===== src/rtl/mul_issue_if.sv =====
// Request/response bundle between the issue stage, mul_issue_unit and writeback.
// master drives requests and consumes results; slave is the issue unit.
interface mul_issue_if;
   logic        in_valid;
   logic        in_ready;
   logic [1:0]  in_op;
   logic [31:0] in_rs1;
   logic [31:0] in_rs2;
   logic [4:0]  in_rd;
   logic        out_valid;
   logic        out_ready;
   logic [4:0]  out_rd;
   logic [31:0] out_data;

   modport master (
      output in_valid, in_op, in_rs1, in_rs2, in_rd, out_ready,
      input  in_ready, out_valid, out_rd, out_data
   );

   modport slave (
      input  in_valid, in_op, in_rs1, in_rs2, in_rd, out_ready,
      output in_ready, out_valid, out_rd, out_data
   );
endinterface


===== src/rtl/mul_issue_unit.sv =====
// Issue/retire controller for a fixed-latency, non-stallable 32x32 signed multiplier.
// Ops are tracked by a tag pipe; results land in a FIFO protected by a credit counter.
module mul_issue_unit #(
   parameter int unsigned MUL_LAT    = 9,
   parameter int unsigned FIFO_DEPTH = 16
) (
   input  logic        clk,
   input  logic        rst,
   input  logic        flush,
   mul_issue_if.slave  bus,
   output logic [31:0] mul_a,
   output logic [31:0] mul_b,
   input  logic [63:0] mul_p
);
   localparam int unsigned AW = $clog2(FIFO_DEPTH);
   localparam int unsigned CW = AW + 1;

   typedef struct packed {
      logic        v;
      logic [4:0]  rd;
      logic [1:0]  op;
      logic [31:0] corr;
   } tag_t;

   tag_t          tag_q [MUL_LAT];
   tag_t          tag_d [MUL_LAT];
   logic [4:0]    rd_mem_q   [FIFO_DEPTH];
   logic [31:0]   data_mem_q [FIFO_DEPTH];
   logic [AW:0]   wptr_q, wptr_d;
   logic [AW:0]   rptr_q, rptr_d;
   logic [CW-1:0] cnt_q, cnt_d;

   logic        credit_ok;
   logic        accept;
   logic [31:0] corr;
   tag_t        last;
   logic        push;
   logic        pop;
   logic        empty;
   logic        full;
   logic [31:0] push_data;

   always_comb begin
      credit_ok = (cnt_q < CW'(FIFO_DEPTH));
      accept    = bus.in_valid & credit_ok & ~flush;

      // Signed product high word, fixed up for unsigned interpretation of operands.
      case (bus.in_op)
         2'b10:   corr = bus.in_rs2[31] ? bus.in_rs1 : 32'h0;
         2'b11:   corr = (bus.in_rs1[31] ? bus.in_rs2 : 32'h0) +
                         (bus.in_rs2[31] ? bus.in_rs1 : 32'h0);
         default: corr = 32'h0;
      endcase

      tag_d[0] = '{v: accept, rd: bus.in_rd, op: bus.in_op, corr: corr};
      for (int i = 1; i < MUL_LAT; i++) begin
         tag_d[i] = tag_q[i-1];
      end
      if (flush) begin
         for (int i = 0; i < MUL_LAT; i++) begin
            tag_d[i].v = 1'b0;
         end
      end

      last      = tag_q[MUL_LAT-1];
      push      = last.v & ~flush;
      push_data = (last.op == 2'b00) ? mul_p[31:0] : (mul_p[63:32] + last.corr);

      empty = (wptr_q == rptr_q);
      full  = (wptr_q[AW] != rptr_q[AW]) && (wptr_q[AW-1:0] == rptr_q[AW-1:0]);
      pop   = ~empty & bus.out_ready & ~flush;

      wptr_d = flush ? '0 : wptr_q + (AW+1)'(push);
      rptr_d = flush ? '0 : rptr_q + (AW+1)'(pop);
      cnt_d  = flush ? '0 : cnt_q + CW'(accept) - CW'(pop);

      mul_a = accept ? bus.in_rs1 : 32'h0;
      mul_b = accept ? bus.in_rs2 : 32'h0;

      bus.in_ready  = credit_ok & ~flush;
      bus.out_valid = ~empty;
      bus.out_rd    = empty ? 5'h0  : rd_mem_q[rptr_q[AW-1:0]];
      bus.out_data  = empty ? 32'h0 : data_mem_q[rptr_q[AW-1:0]];
   end

   always_ff @(posedge clk or posedge rst) begin
      if (rst) begin
         for (int i = 0; i < MUL_LAT; i++) begin
            tag_q[i] <= '0;
         end
         wptr_q <= '0;
         rptr_q <= '0;
         cnt_q  <= '0;
      end else begin
         tag_q  <= tag_d;
         wptr_q <= wptr_d;
         rptr_q <= rptr_d;
         cnt_q  <= cnt_d;
      end
   end

   // Storage needs no reset: pointers alone define what is valid.
   always_ff @(posedge clk) begin
      if (push) begin
         rd_mem_q[wptr_q[AW-1:0]]   <= last.rd;
         data_mem_q[wptr_q[AW-1:0]] <= push_data;
      end
   end

   a_no_overflow: assert property (@(posedge clk) disable iff (rst) !(push && full && !pop));
endmodule


===== src/flat_wrapper.sv =====
// flat-port wrapper written by rule: the top's interface ports become plain ports
module mul_issue_unit_flat 
#(
   parameter int unsigned MUL_LAT    = 9,
   parameter int unsigned FIFO_DEPTH = 16
)
  (clk, rst, flush, mul_a, mul_b, mul_p, bus_in_valid, bus_in_op, bus_in_rs1, bus_in_rs2, bus_in_rd, bus_out_ready, bus_in_ready, bus_out_valid, bus_out_rd, bus_out_data);
  mul_issue_if bus_i ();
  input  logic clk;
  input  logic rst;
  input  logic flush;
  output logic [31:0] mul_a;
  output logic [31:0] mul_b;
  input  logic [63:0] mul_p;
  input wire logic [$bits(bus_i.in_valid)-1:0] bus_in_valid;
  input wire logic [$bits(bus_i.in_op)-1:0] bus_in_op;
  input wire logic [$bits(bus_i.in_rs1)-1:0] bus_in_rs1;
  input wire logic [$bits(bus_i.in_rs2)-1:0] bus_in_rs2;
  input wire logic [$bits(bus_i.in_rd)-1:0] bus_in_rd;
  input wire logic [$bits(bus_i.out_ready)-1:0] bus_out_ready;
  output wire logic [$bits(bus_i.in_ready)-1:0] bus_in_ready;
  output wire logic [$bits(bus_i.out_valid)-1:0] bus_out_valid;
  output wire logic [$bits(bus_i.out_rd)-1:0] bus_out_rd;
  output wire logic [$bits(bus_i.out_data)-1:0] bus_out_data;
  assign bus_i.in_valid = bus_in_valid;
  assign bus_i.in_op = bus_in_op;
  assign bus_i.in_rs1 = bus_in_rs1;
  assign bus_i.in_rs2 = bus_in_rs2;
  assign bus_i.in_rd = bus_in_rd;
  assign bus_i.out_ready = bus_out_ready;
  assign bus_in_ready = bus_i.in_ready;
  assign bus_out_valid = bus_i.out_valid;
  assign bus_out_rd = bus_i.out_rd;
  assign bus_out_data = bus_i.out_data;
  mul_issue_unit #(.MUL_LAT(MUL_LAT), .FIFO_DEPTH(FIFO_DEPTH)) u_core (.clk(clk), .rst(rst), .flush(flush), .bus(bus_i), .mul_a(mul_a), .mul_b(mul_b), .mul_p(mul_p));
endmodule

===== config.mk =====
export PLATFORM = sky130hd
export DESIGN_NAME = mul_issue_unit_flat
export DESIGN_NICKNAME = d
export VERILOG_FILES = /design/src/rtl/mul_issue_if.sv /design/src/rtl/mul_issue_unit.sv /design/src/flat_wrapper.sv
export SDC_FILE = /design/constraint.sdc
export NUM_CORES = 1
export LEC_CHECK = 0
export ABC_CLOCK_PERIOD_IN_PS = 41300
export CORE_AREA = 4 4 312 314
export CTS_CLUSTER_DIAMETER = 80
export DETAILED_ROUTE_END_ITERATION = 16
export DIE_AREA = 0 0 316 318
export PLACE_DENSITY_LB_ADDON = 0.1
export SYNTH_ARGS = -nofsm -noshare
export SYNTH_HDL_FRONTEND = slang
export SYNTH_SLANG_ARGS = --single-unit

===== constraint.sdc =====
create_clock -name clk -period 41.3 [get_ports clk]
set_clock_uncertainty 0.15 [all_clocks]
set_input_delay 8.26 -clock clk [delete_from_list [all_inputs] [get_ports clk]]
set_output_delay 8.26 -clock clk [all_outputs]
set_load 0.01 [all_outputs]

==> results.cfg <==
[min_path]
worstHoldPathType = reg -> reg
hp-start = u_core.tag_d[0]$_DFF_PP0_
holdPathStages = 0
min_to = u_core.last[0]$_DFF_PP0_

[layout]
seq_area_um2 = 27200
final_cells = 4002
multi_input_area_um2 = 10100
layout.nets = 2859
area_growth_pct = 19.3
fillers = 8115
mostFrequentLayoutCells = 592 x edfxtp_1, 371 x dfrtp_1, 241 x clkdlybuf4s50_1
layout_commonest_cell = edfxtp_1
drive_above_1_share = 0.133

[setup_path]
startpoint = flush
crit_fanout = 66
path_common_cell = clkdlybuf4s50_1
cpMaxStageDelayCell = nor2_4
end_kind = primary output
cp.required_ns = 32.89
crit_type = in -> out
cp_slowest_stage_delay_ns = 0.81
worst-r2r-cell-count = 13
cp.arrival_ns = 10.57
worstReg2RegEnd = u_core.cnt_q[4]$_DFF_PP0_
r2r-start = u_core.rptr_q[1]$_DFF_PP0_
rrSetupSlack_ns = 35.92
path_cells = clkdlybuf4s50_1, buf_4, nor2_4, and3_1, clkdlybuf4s50_1
crit_path_start_kind = input port

[place]
port_buffers = 242
hpwl_mm = 53.8
gp_congestion = 0.870
dp.cells = 3814

[routing]
wl_per_cell_um = 22.8
dr.pass1.iters = 5
ant_nets = 0
drt-initial-drc-count = 1246
dr_total_vias = 20927
routed_via_density = 5.23
routed_wl_mm = 91.3
drcViolationCount = 0

[die]
die_w_um = 316
dieArea_um2 = 100000
core_area_um2 = 94600
io_pins = 243
rows = 113
start_util = 0.398
fp.dieH_um = 318

[logic_synthesis]
netlist_area_um2 = 37600
ys_seq_area_frac = 0.722
ys.flop_type = edfxtp_1
synthDistinctLibCells = 72
netlist_instances = 2376
synth.yosys.warnings = 0
avgSynthCellArea_um2 = 15.8
postSynthNetCount = 2588
ys_ff_latch = 967
async_reset_ff_frac = 0.388
synth_edf_count = 592

[timing]
rsz0062_at_grt = no
tightestPinTransition_ns = 1.35
fmax_mhz = 52.7
maxSlewHeadroom = 0.0971
setup_tns_ns = 0
setup_viol = 0
period_share = 0.460
slew_violations = 0
post-route-min-period_ns = 18.98
hold_viol_final = 0

[power_and_ir_drop]
p_per_area_nw_per_um2 = 46.4
power.leakage_nw = 16.6
vdd_drop_max_uv = 31.2
power_w = 0.00208

[clocking]
hold_buffers = 0
clkTransAtPathRegs_ns = 0.06
cts_root_buffer = clkbuf_16
post_cts_buffers = 0
htreeDepth = 3
clock_latency_ns = 0.64
cts_sinks = 967
clockBufferDepth = 3
cts_buffers = 96
cts_resized = 0
cts_tree = done

[global_route]
grt_first_pass_wirelength_mm = 137
grt-ovfl-total = 0
grt_max_degree = 175
antenna_found_initial = 21
grt_pass1_vias = 22255
grt_usage = 0.181

[flow_run]
drv_cap = 0

[outcome]
status = finished clean
sequential cells by signal, summed over array words and instances, names as in the netlist:
signal,flops
u_core.tag_d,312
u_core.rptr_q,5
u_core.last,40
u_core.cnt_q,5
u_core.rd_mem_q,80
u_core.tag_q,8
u_core.wptr_q,5
u_core.data_mem_q,512
per-layer routing:
layer / GRT usage / vias up / routed length (um) / share of wire
li1: - / 9530 / - / -
met1: 0.234 / 10670 / 38300 / 0.42
met2: 0.308 / 563 / 45200 / 0.50
met3: 0.0380 / 150 / 5500 / 0.060
met4: 0.0537 / 14 / 2210 / 0.024
met5: 0 / - / 88 / 0.00096
through the flow:
| step | utilization | cell area [um^2] | hold slack, ns | setup slack, ns |
|---|---|---|---|---|
| after CTS | 0.474 | 44800 | 0.186 | 22.28 |
| after global placement | 0.441 | 41700 | 0.181 | 22.35 |
| final | 0.474 | 44900 | 0.188 | 22.32 |
| after detailed placement | 0.441 | 41700 | 0.185 | 22.27 |
| after floorplan | - | 37600 | 0.181 | 22.47 |
| after global routing | 0.474 | 44900 | 0.188 | 22.14 |
cell usage after synthesis (all sizes together), types with 3 or more instances:
| cell | n | area, um^2 |
|---|---|---|
| or2 | 5 | 31.3 |
| inv | 18 | 67.6 |
| a21o | 36 | 285 |
| nand3b | 3 | 22.5 |
| nor3 | 20 | 100 |
| a41oi | 3 | 41.3 |
| o21bai | 8 | 63.8 |
| mux2i | 113 | 1130 |
| nand3 | 18 | 90.1 |
| nand2 | 127 | 477 |
| a21oi | 112 | 564 |
| o221ai | 40 | 350 |
| nor2b | 19 | 119 |
| and3 | 74 | 463 |
| xnor2 | 29 | 254 |
| fa | 3 | 60.1 |
| dfrtp | 375 | 9380 |
| ha | 69 | 863 |
| edfxtp | 592 | 17800 |
| a31oi | 9 | 68.8 |
| or3 | 4 | 25.0 |
| xor2 | 33 | 289 |
| nor4 | 3 | 25.0 |
| a21boi | 4 | 30.0 |
| o31ai | 8 | 65.1 |
| and2 | 73 | 457 |
| o21ai | 136 | 692 |
| a22o | 5 | 43.8 |
| mux2 | 37 | 417 |
| clkbuf | 85 | 319 |
| buf | 30 | 139 |
| nand4 | 9 | 56.3 |
| o21a | 8 | 60.1 |
| nor3b | 3 | 22.5 |
| mux4 | 74 | 1670 |
| a221oi | 3 | 32.5 |
| a211oi | 48 | 370 |
| nand2b | 9 | 56.3 |
| nor2 | 108 | 405 |
area by class of cell:
type,instances,area share
Tap cell,1265,0.0353
Inverter,18,0.00167
Antenna cell,13,0.000725
Sequential cell,967,0.605
Multi-Input combinational cell,1276,0.225
Timing Repair Buffer,288,0.0618
Clock buffer,124,0.0595
Clock inverter,51,0.0105
worst max-delay path, delay by kind of cell:
| kind | cells | cell delay [ns] |
|---|---|---|
| buf+inv | 3 | 1.16 |
| simple gates | 2 | 1.08 |
kinds of logic after synthesis:
kind of cell / after synthesis / synth area share
xor+xnor: 62 / 0.0144
simple gates: 478 / 0.0632
flops: 967 / 0.722
buf+inv: 133 / 0.0140
mux: 224 / 0.0854
fa+ha+maj: 72 / 0.0245
compound gates: 440 / 0.0764
how the worst max path moves through the flow:
stage / slack, ns / depth (start not counted) / to
after global routing: 22.14 / 5 / mul_b[30]
after floorplan: 22.47 / 1 / u_core.cnt_q[0]$_DFF_PP0_
final: 22.32 / 5 / mul_a[8]
after CTS: 22.28 / 5 / mul_b[30]
after global placement: 22.35 / 5 / mul_b[30]
after detailed placement: 22.27 / 5 / mul_b[30]
where the power goes:
group          internal, W  total, W  switching (W)
Clock             0.000495  0.000853       0.000358
Combinational    0.0000536  0.000144      0.0000900
Sequential         0.00108   0.00109     0.00000769
Note: power is estimated with default switching activity, not from simulation.
